**src/rtl/axis_bus_arbiter_pkg.sv**
```systemverilog
// Package for the AXIS bus arbiter: arbiter state encoding, default select
// codes and small helpers shared by the arbiter top and the round-robin picker.
//
// Optional feature macro used by the arbiter: AXIS_ARB_TIMEOUT_EN.
package axis_arb_pkg;

    typedef enum logic [1:0] {
        IDLE = 2'd0,
        XFER = 2'd1,
        GAP  = 2'd2
    } arb_state_t;

    localparam int unsigned SEL_W        = 8;
    localparam int unsigned SEL_BASE_DEF = 128;
    localparam int unsigned IDLE_SEL_DEF = 0;

    // Mux select code for channel idx.
    function automatic logic [SEL_W-1:0] sel_code(input int unsigned base,
                                                  input int unsigned idx);
        return SEL_W'(base + idx);
    endfunction

    // Width of a channel index; at least one bit so a single channel still has a port.
    function automatic int unsigned idx_width(input int unsigned n);
        return (n > 1) ? $clog2(n) : 1;
    endfunction

endpackage

```
**src/rtl/axis_bus_arbiter_if.sv**
```systemverilog
// Bus-side signal bundle of the AXIS bus arbiter.
//
// master modport (arbiter side):
//   in  fifo_req[N_CH]   channel i holds at least one complete packet
//   in  axis_out_tvalid  post-mux valid fed back
//   in  axis_out_tlast   post-mux last fed back
//   in  axis_out_tready  downstream ready
//   out bus_sel[8]       select code to the mux
//   out grant[N_CH]      one-hot current grant
//   out fifo_rd_en[N_CH] pop strobe to the granted FIFO
//   out busy             packet in progress
//   out timeout_err      pulse on forced release (AXIS_ARB_TIMEOUT_EN only)
// slave modport is the mirror image (FIFO/mux side).
interface axis_bus_arbiter_if #(
    parameter int unsigned N_CH = 4
);

    logic [N_CH-1:0] fifo_req;
    logic            axis_out_tvalid;
    logic            axis_out_tlast;
    logic            axis_out_tready;
    logic [7:0]      bus_sel;
    logic [N_CH-1:0] grant;
    logic [N_CH-1:0] fifo_rd_en;
    logic            busy;
    logic            timeout_err;

    modport master (
        input  fifo_req,
        input  axis_out_tvalid,
        input  axis_out_tlast,
        input  axis_out_tready,
        output bus_sel,
        output grant,
        output fifo_rd_en,
        output busy,
        output timeout_err
    );

    modport slave (
        output fifo_req,
        output axis_out_tvalid,
        output axis_out_tlast,
        output axis_out_tready,
        input  bus_sel,
        input  grant,
        input  fifo_rd_en,
        input  busy,
        input  timeout_err
    );

endinterface

```
**src/rtl/axis_bus_arbiter_rr_picker.sv**
```systemverilog
// Combinational round-robin picker: searches the request vector starting
// just after the last winner and wrapping around.
//
// Ports:
//   req[N_CH]        request vector
//   last_ptr[IDX_W]  index of the previous winner
//   onehot[N_CH]     one-hot winner (zero when no request)
//   idx[IDX_W]       winner index (zero when no request)
//   any              at least one request present
module axis_rr_picker
    import axis_arb_pkg::*;
#(
    parameter int unsigned N_CH  = 4,
    parameter int unsigned IDX_W = idx_width(N_CH)
) (
    input  logic [N_CH-1:0]  req,
    input  logic [IDX_W-1:0] last_ptr,
    output logic [N_CH-1:0]  onehot,
    output logic [IDX_W-1:0] idx,
    output logic             any
);

    int unsigned      cand;
    logic [IDX_W-1:0] cand_idx;

    always_comb begin
        onehot   = '0;
        idx      = '0;
        any      = 1'b0;
        cand     = 0;
        cand_idx = '0;
        // Offset k=1 is the channel right after the last winner; k=N_CH is the
        // last winner itself, so a lone requester is always re-granted.
        for (int unsigned k = 1; k <= N_CH; k++) begin
            cand     = (32'(last_ptr) + k) % N_CH;
            cand_idx = IDX_W'(cand);
            if (!any && req[cand_idx]) begin
                any              = 1'b1;
                idx              = cand_idx;
                onehot[cand_idx] = 1'b1;
            end
        end
    end

endmodule

```
**src/rtl/axis_bus_arbiter.sv**
```systemverilog
// Packet-level round-robin arbiter driving bus_sel of a downstream AXIS bus
// mux. A channel keeps the grant for a whole packet, up to and including the
// accepted tlast beat, followed by one idle-select cycle so the mux never
// switches mid-beat. Pop strobes are produced here since the mux has no tready.
//
// Ports:
//   clk    clock
//   rst_n  asynchronous active-low reset
//   bus    axis_bus_arbiter_if.master (fifo_req, post-mux tvalid/tlast, tready,
//          bus_sel, grant, fifo_rd_en, busy, timeout_err)
//
// Optional feature: define AXIS_ARB_TIMEOUT_EN to release a channel that
// stalls for TIMEOUT_CYC cycles without an accepted beat; timeout_err then
// pulses for one cycle. Without it, XFER waits indefinitely and timeout_err is 0.
module axis_bus_arbiter
    import axis_arb_pkg::*;
#(
    parameter int unsigned N_CH        = 4,
    parameter int unsigned SEL_BASE    = SEL_BASE_DEF,
    parameter int unsigned IDLE_SEL    = IDLE_SEL_DEF,
    parameter int unsigned TIMEOUT_CYC = 1024
) (
    input logic                clk,
    input logic                rst_n,
    axis_bus_arbiter_if.master bus
);

    localparam int unsigned IDX_W = idx_width(N_CH);

    if (N_CH == 0 || N_CH > 127) begin : g_bad_n_ch
        $error("axis_bus_arbiter: N_CH must be in 1..127");
    end
    if (SEL_BASE + N_CH - 1 > 255) begin : g_bad_sel_base
        $error("axis_bus_arbiter: SEL_BASE+N_CH-1 exceeds 255");
    end
    if (IDLE_SEL > 255) begin : g_bad_idle_sel
        $error("axis_bus_arbiter: IDLE_SEL exceeds 255");
    end

    arb_state_t       state_q, state_d;
    logic [IDX_W-1:0] idx_q, idx_d;
    logic [IDX_W-1:0] ptr_q, ptr_d;
    logic [N_CH-1:0]  grant_q, grant_d;

    logic [N_CH-1:0]  pick_onehot;
    logic [IDX_W-1:0] pick_idx;
    logic             pick_any;

    logic             busy;
    logic             beat_ok;

    axis_rr_picker #(
        .N_CH  (N_CH),
        .IDX_W (IDX_W)
    ) u_picker (
        .req      (bus.fifo_req),
        .last_ptr (ptr_q),
        .onehot   (pick_onehot),
        .idx      (pick_idx),
        .any      (pick_any)
    );

    assign busy    = (state_q == XFER);
    assign beat_ok = busy & bus.axis_out_tvalid & bus.axis_out_tready;

`ifdef AXIS_ARB_TIMEOUT_EN
    localparam int unsigned STALL_W = $clog2(TIMEOUT_CYC + 1);

    if (TIMEOUT_CYC == 0) begin : g_bad_timeout
        $error("axis_bus_arbiter: TIMEOUT_CYC must be at least 1");
    end

    logic [STALL_W-1:0] stall_q;
    logic               stall_hit;
    logic               timeout_q, timeout_d;

    assign stall_hit = busy && !beat_ok && (stall_q == STALL_W'(TIMEOUT_CYC - 1));

    always_ff @(posedge clk or negedge rst_n) begin
        if (!rst_n) begin
            stall_q   <= '0;
            timeout_q <= 1'b0;
        end else begin
            stall_q   <= (!busy || beat_ok) ? '0 : stall_q + 1'b1;
            timeout_q <= timeout_d;
        end
    end

    assign bus.timeout_err = timeout_q;
`else
    assign bus.timeout_err = 1'b0;
`endif

    always_ff @(posedge clk or negedge rst_n) begin
        if (!rst_n) begin
            state_q <= IDLE;
            idx_q   <= '0;
            ptr_q   <= IDX_W'(N_CH - 1);
            grant_q <= '0;
        end else begin
            state_q <= state_d;
            idx_q   <= idx_d;
            ptr_q   <= ptr_d;
            grant_q <= grant_d;
        end
    end

    always_comb begin
        state_d = state_q;
        idx_d   = idx_q;
        ptr_d   = ptr_q;
        grant_d = grant_q;
`ifdef AXIS_ARB_TIMEOUT_EN
        timeout_d = 1'b0;
`endif
        unique case (state_q)
            // The GAP cycle already shows IDLE_SEL on the mux, so it arbitrates
            // like IDLE; this keeps back-to-back packets to a single dead cycle.
            IDLE, GAP: begin
                if (pick_any) begin
                    state_d = XFER;
                    idx_d   = pick_idx;
                    grant_d = pick_onehot;
                end else begin
                    state_d = IDLE;
                    grant_d = '0;
                end
            end
            XFER: begin
                if (beat_ok && bus.axis_out_tlast) begin
                    state_d = GAP;
                    ptr_d   = idx_q;
                end
`ifdef AXIS_ARB_TIMEOUT_EN
                else if (stall_hit) begin
                    state_d   = GAP;
                    ptr_d     = idx_q;
                    timeout_d = 1'b1;
                end
`endif
            end
            default: begin
                state_d = IDLE;
                grant_d = '0;
            end
        endcase
    end

    // Outputs decode from registered state so an async reset clears them at once.
    assign bus.busy       = busy;
    assign bus.grant      = busy ? grant_q : '0;
    assign bus.fifo_rd_en = beat_ok ? grant_q : '0;
    assign bus.bus_sel    = busy ? sel_code(SEL_BASE, 32'(idx_q)) : SEL_W'(IDLE_SEL);

endmodule

```
**src/flat_wrapper.sv**
```systemverilog
// flat-port wrapper written by rule: the top's interface ports become plain ports
module axis_bus_arbiter_flat import axis_arb_pkg::*;
#(
    parameter int unsigned N_CH        = 4,
    parameter int unsigned SEL_BASE    = SEL_BASE_DEF,
    parameter int unsigned IDLE_SEL    = IDLE_SEL_DEF,
    parameter int unsigned TIMEOUT_CYC = 1024
)
  (clk, rst_n, bus_fifo_req, bus_axis_out_tvalid, bus_axis_out_tlast, bus_axis_out_tready, bus_bus_sel, bus_grant, bus_fifo_rd_en, bus_busy, bus_timeout_err);
  axis_bus_arbiter_if #(.N_CH(N_CH)) bus_i ();
  input logic clk;
  input logic rst_n;
  input wire logic [$bits(bus_i.fifo_req)-1:0] bus_fifo_req;
  input wire logic [$bits(bus_i.axis_out_tvalid)-1:0] bus_axis_out_tvalid;
  input wire logic [$bits(bus_i.axis_out_tlast)-1:0] bus_axis_out_tlast;
  input wire logic [$bits(bus_i.axis_out_tready)-1:0] bus_axis_out_tready;
  output wire logic [$bits(bus_i.bus_sel)-1:0] bus_bus_sel;
  output wire logic [$bits(bus_i.grant)-1:0] bus_grant;
  output wire logic [$bits(bus_i.fifo_rd_en)-1:0] bus_fifo_rd_en;
  output wire logic [$bits(bus_i.busy)-1:0] bus_busy;
  output wire logic [$bits(bus_i.timeout_err)-1:0] bus_timeout_err;
  assign bus_i.fifo_req = bus_fifo_req;
  assign bus_i.axis_out_tvalid = bus_axis_out_tvalid;
  assign bus_i.axis_out_tlast = bus_axis_out_tlast;
  assign bus_i.axis_out_tready = bus_axis_out_tready;
  assign bus_bus_sel = bus_i.bus_sel;
  assign bus_grant = bus_i.grant;
  assign bus_fifo_rd_en = bus_i.fifo_rd_en;
  assign bus_busy = bus_i.busy;
  assign bus_timeout_err = bus_i.timeout_err;
  axis_bus_arbiter #(.N_CH(N_CH), .SEL_BASE(SEL_BASE), .IDLE_SEL(IDLE_SEL), .TIMEOUT_CYC(TIMEOUT_CYC)) u_core (.clk(clk), .rst_n(rst_n), .bus(bus_i));
endmodule
```
**config.mk**
```make
export PLATFORM = sky130hd
export DESIGN_NAME = axis_bus_arbiter_flat
export DESIGN_NICKNAME = d
export VERILOG_FILES = /design/src/rtl/axis_bus_arbiter_pkg.sv /design/src/rtl/axis_bus_arbiter_if.sv /design/src/rtl/axis_bus_arbiter_rr_picker.sv /design/src/rtl/axis_bus_arbiter.sv /design/src/flat_wrapper.sv
export SDC_FILE = /design/constraint.sdc
export NUM_CORES = 1
export LEC_CHECK = 0
export ABC_CLOCK_PERIOD_IN_PS = 3500
export CAP_MARGIN = 20
export CORE_ASPECT_RATIO = 0.9
export CORE_MARGIN = 10
export CORE_UTILIZATION = 50
export CTS_CLUSTER_DIAMETER = 80
export DETAILED_ROUTE_END_ITERATION = 12
export PLACE_DENSITY = 0.77
export SETUP_SLACK_MARGIN = 0.15
export SLEW_MARGIN = 30
export SYNTH_ARGS = -nofsm -noshare
export SYNTH_HDL_FRONTEND = slang
export SYNTH_SLANG_ARGS = --single-unit
```
**constraint.sdc**
```tcl
create_clock -name clk -period 3.5 [get_ports clk]
set_input_delay 0.525 -clock clk [delete_from_list [all_inputs] [get_ports clk]]
set_output_delay 0.525 -clock clk [all_outputs]
set_load 0.05 [all_outputs]
```
## Word level (Yosys, flattened, before mapping)

Index checks and enable logic that the tools add are counted.

- Output and inout port bits: 18
- Register bits after elaboration: 10
- Input port bits: 9
- Word-level logic and storage cells: 76

- Add/sub/neg operators: 5
- Order comparisons: 8
- Bitwise logic cells: 5
- Muxes and demuxes: 36
- Equality and inequality tests: 3
- Reductions and logical operators: 15

Operator list:

| operator | count |
|---|---|
| $mux W4 | 7 |
| $mux W1 | 13 |
| $lt A2 B3 Y1 const B | 4 |
| $or A4 B4 Y4 | 3 |
| $mux W2 | 5 |
| $add A8 B2 Y8 const A | 1 |
| $bmux W1 S2 | 4 |
| $demux W1 S2 | 4 |
| $ge A2 B1 Y1 const B | 4 |
| $logic_and A1 B1 Y1 | 8 |
| $mux W8 | 1 |
| $pmux W4 S2 | 1 |
| $add A2 B1 Y2 const B | 2 |
| $add A2 B2 Y2 const B | 2 |
| $pmux W2 S2 | 1 |
| $reduce_and A2 Y1 | 2 |
| $logic_not A1 Y1 | 3 |
| $and A1 B1 Y1 | 2 |
| $eq A2 B1 Y1 const B | 1 |
| $eq A2 B2 Y1 const B | 1 |
| $logic_not A2 Y1 | 1 |
| $ne A2 B2 Y1 const B | 1 |
| $reduce_or A2 Y1 | 1 |

## Depth between registers and ports, before layout

- Word-level depth: 15
- Mapped depth: 9
- Mapped depth without buffers: 7

## Hierarchy

A second synthesis with hierarchy kept.

- Cells, all modules: 112
- Area, all modules: 1,037.2 um^2

By module, submodules not included:

| module | area an instance (um^2) | seq. area each (um^2) | cells an instance | times used |
|---|---|---|---|---|
| axis_rr_picker | 525.5 | 0.0 | 68 | 1 |
| axis_bus_arbiter | 511.7 | 252.7 | 44 | 1 |

## Worst setup path before layout

No wires, ideal clock.

- Kind: reg2out
- Start point: register u_core.state_q[0]
- End point: output bus_fifo_rd_en[1]
- Slack: 0.301 ns
- Buffers on the path: 0
- Data arrival time: 2.674 ns
- Data required time: 2.975 ns
- Stages on the path, launching flop included: 5
- Cell sequence: dfrtp_1 -> inv_1 -> nor2_1 -> and2_1 -> nor2b_1

- Cells in the longest elaborated chain, start to end: 4

RTL lines:

| element | RTL line | source |
|---|---|---|
| start, declared | axis_bus_arbiter.sv:40 | `arb_state_t state_q, state_d;` |
| start signal, assigned | axis_bus_arbiter.sv:101 | `state_q <= state_d;` |
| $eq A2 B1 Y1 | axis_bus_arbiter.sv:63 | `assign busy = (state_q == XFER);` |
| via bus_busy | flat_wrapper.sv:20 | `output wire logic [$bits(bus_i.busy)-1:0] bus_busy;` |
| $and A1 B1 Y1 (2 in series) | axis_bus_arbiter.sv:64 | `assign beat_ok = busy & bus.axis_out_tvalid & bus.axis_out_tready;` |
| $mux W4 | axis_bus_arbiter.sv:152 | `assign bus.fifo_rd_en = beat_ok ? grant_q : '0;` |
| end, declared | flat_wrapper.sv:19 | `output wire logic [$bits(bus_i.fifo_rd_en)-1:0] bus_fifo_rd_en;` |

The timed path passes the listed nets, and every way through them passes these cells.

## Worst setup path after layout

- Start point: register u_core.state_q[0]
- End point: output bus_fifo_rd_en[2]

- Cells in the longest elaborated chain, start to end: 4

RTL lines:

| element | RTL line |
|---|---|
| $eq A2 B1 Y1 | axis_bus_arbiter.sv:63 |
| $and A1 B1 Y1 (2 in series) | axis_bus_arbiter.sv:64 |
| $mux W4 | axis_bus_arbiter.sv:152 |

Every way passes these cells.

==> flow_summary_export.csv <==
group,metric,value,unit
detailed_routing,vias,979,
clock_tree,clkSinkCount,10,
setup_path,worstReg2RegStart,"u_core.ptr_q[1]",
run_status,status,"finished, final reports clean",
clock_tree,cts_made_buffers,3,
synthesis,syn_inst,127,
sta,setup_viol,0,
global_routing,grt_pass1_wl,4678,um
placed_design,routabilityCongestion,0.8538,
clock_tree,cts-root-buf,"clkbuf_4",
placed_design,dp.cells,163,
detailed_routing,drc,0,
final_layout,num-fill-cells,195,
global_routing,grt_antenna_before_repair,0,
final_layout,final_nets,158,
placed_design,hpwl,2067,um
clock_tree,cts-htree-levels,1,
setup_path,endpoint_kind,"primary output",
sta,fin_setup_tns,0,ns
global_routing,grt_max_degree,21,
sta,rsz0062_at_grt,"false",
final_layout,diodes,0,
floorplan,start_util,52.18,%
power,power_leakage,0.5776,nW
clock_tree,hold_buffers,0,
setup_path,worstPathMaxFanout,10,
sta,fmax,332.9,MHz
sta,final-max-slew-violation-count,0,
clock_tree,clk_pin_slew_worst_paths,0.07,ns
clock_tree,cts_resized,0,
job,drv_cap,0,
sta,hold_viol_final,0,
floorplan,row_count,16,
synthesis,synth_edf_count,0,
global_routing,overflow,0,
global_routing,grt_pass1_vias,974,
synthesis,ys_types,48,
sta,finalClockSkew,0.01026,ns
worst_hold_path,hold_path.class,"reg2reg",
clock_tree,cts_tree,"done",
floorplan,die_x,70.30,um
clock_tree,clock_latency,0.27,ns
final_layout,layout.cells.non_filler,167,
worst_hold_path,hp-start,"u_core.state_q[0]",
synthesis,synthArstFlopShare,100.0,%
sta,worst_pin_slew,0.6495,ns
clock_tree,cts_setup_buffers,0,
final_layout,area_growth,15.38,%
floorplan,die_h,65.27,um
setup_path,crit_start,"u_core.state_q[0]",
sta,finalCritPeriodShare,85.83,%
setup_path,cp-start-kind,"flop",
synthesis,synth_area_per_cell,8.965,sq um
synthesis,synth-main-ff-cell,"dfrtp_1",
placed_design,portBuffers,20,
detailed_routing,drt_pre_antenna_iters,4,
setup_path,worst_ep_arrival_time,2.48,ns
detailed_routing,wirelength,2720,um
sta,slew_headroom,56.55,%
power,ir_worst_vdd,603.1,uV
power,power_density,903.1,nW/um^2
floorplan,io_pins,27,
setup_path,crit_type,"reg2out",
synthesis,ys_warn_count,0,
placed_design,placed_area,1287,sq um
synthesis,seq_area_frac_synth,22.20,%
sta,fin_crit,3.004,ns
detailed_routing,post_drt_wl_per_cell,16.29,um
final_layout,finalInstanceArea,1314,sq um
clock_tree,clockBufferDepth,2,
detailed_routing,drt_iter0_markers,73,
synthesis,syn_area,1139,sq um
detailed_routing,via_per_inst,5.862,
setup_path,crit_required,2.97,ns
final_layout,drive_gt1_share,12.86,%
detailed_routing,ant_nets,0,
global_routing,grt_usage,11.94,%
floorplan,core,2182,sq um
synthesis,synth-seq-cells,10,
floorplan,die_area,4588,sq um
==> registers in the layout (all words and copies together) (netlist names) <==
| register | count |
|---|---|
| u_core.grant_q | 4 |
| u_core.idx_q | 2 |
| u_core.ptr_q | 2 |
| u_core.state_q | 2 |
==> per-layer routing <==
metal	up-vias	share of wire (%)	track usage, %
met2	31	50	19.39
met1	464	43	14.26
li1	482	-	-
met4	0	0.33	3.202
met3	2	6.8	4.805
met5	-	0	0
==> synth_stat cells (all sizes together), types with 2 or more instances <==
| library cell | instances | share of area (%) |
|---|---|---|
| inv | 7 | 2.3 |
| buf | 15 | 8.8 |
| o41ai | 2 | 3.8 |
| nor2b | 2 | 1.1 |
| dfrtp | 8 | 18 |
| ha | 8 | 8.8 |
| a211o | 4 | 3.1 |
| o311ai | 2 | 1.5 |
| mux2 | 5 | 5.6 |
| a21oi | 6 | 3.0 |
| o211ai | 6 | 4.4 |
| mux2i | 3 | 3.7 |
| and3 | 2 | 1.1 |
| dfstp | 2 | 4.6 |
| nor2 | 11 | 3.6 |
| and2 | 9 | 4.9 |
| a311oi | 4 | 3.1 |
| nand4 | 2 | 1.1 |
| nand3 | 3 | 1.3 |
| nand2 | 6 | 2.0 |
| o21ai | 3 | 1.3 |
==> metrics by stage <==
stage               power, mW  util (%)  setup WS, ns  hold slack, ns
floorplan              0.9214         -        0.3012          0.2294
global placement        1.088     59.00        0.7380          0.5007
detailed placement      1.096     59.00        0.6755          0.4910
CTS                     1.189     60.21        0.4887          0.5202
global route            1.275     60.21        0.3196          0.5381
finish                  1.187     60.21        0.4959          0.5162
==> worst max-delay path, stage by stage (launching register included) <==
cell             delay (ns)
dfrtp_1                0.40
inv_1                  0.12
nor2_1                 0.44
and2_1                 0.27
and3_1                 0.17
clkdlybuf4s50_1        0.80
==> cell type report <==
cell class | count | area, sq um | area share [%]
multi-input combinational | 99 | 774.5 | 58.95
sequential | 10 | 252.7 | 19.24
timing repair buffer | 20 | 200.2 | 15.24
tap | 27 | 33.78 | 2.571
clock buffer | 4 | 26.28 | 2.000
inverter | 7 | 26.28 | 2.000
==> final timing paths <==
path | endpoint | slack, ns | depth (start not counted)
min | u_core.idx_q[1] | 0.52 | 1
min in group asynchronous | u_core.idx_q[1] | 0.56 | 1
max in group asynchronous | u_core.ptr_q[1] | 2.60 | 1
min reg2reg | u_core.idx_q[1] | 0.52 | 1
max | bus_fifo_rd_en[2] | 0.50 | 5
max reg2reg | u_core.grant_q[0] | 0.65 | 7
==> power by group <==
group          internal [mW]  leakage, nW  total, mW  switching [mW]
clock                 0.0441       0.0150     0.0867          0.0425
combinational          0.337        0.441      0.844           0.507
sequential             0.172        0.121      0.256          0.0835
==> cell usage in the layout (no fill, tap or decap), types with 2 or more instances in the layout <==
cell             Yosys  final
clkdlybuf4s50_1      0     20
nor2_1              11     11
and2_1               9      9
ha_1                 8      8
dfrtp_1              8      8
inv_1                6      6
nand2_1              6      6
conb_1               1      6
a21oi_1              5      5
o211ai_1             5      5
a311oi_1             4      4
a211o_1              4      4
o21ai_0              3      3
nand3_1              3      3
clkbuf_4             0      3
and3_1               2      2
nor2b_1              2      2
nand4_1              2      2
mux2_4               2      2
mux2i_1              2      2
mux2_2               2      2
o311ai_1             2      2
dfstp_2              2      2
==> cell families after synthesis <==
group                      Yosys count  share of synthesized area (%)
AOI/OAI and AO/OA                   34                          25.39
xor gates and xnor gates             1                         0.7694
adders and majority gates            8                          8.792
buffers and inverters               23                          11.43
DFF                                 10                          22.20
muxes                                9                          11.32
other                                1                         0.3294
and+or+nand+nor                     41                          19.78
Note: power is estimated with default switching activity, not from simulation.
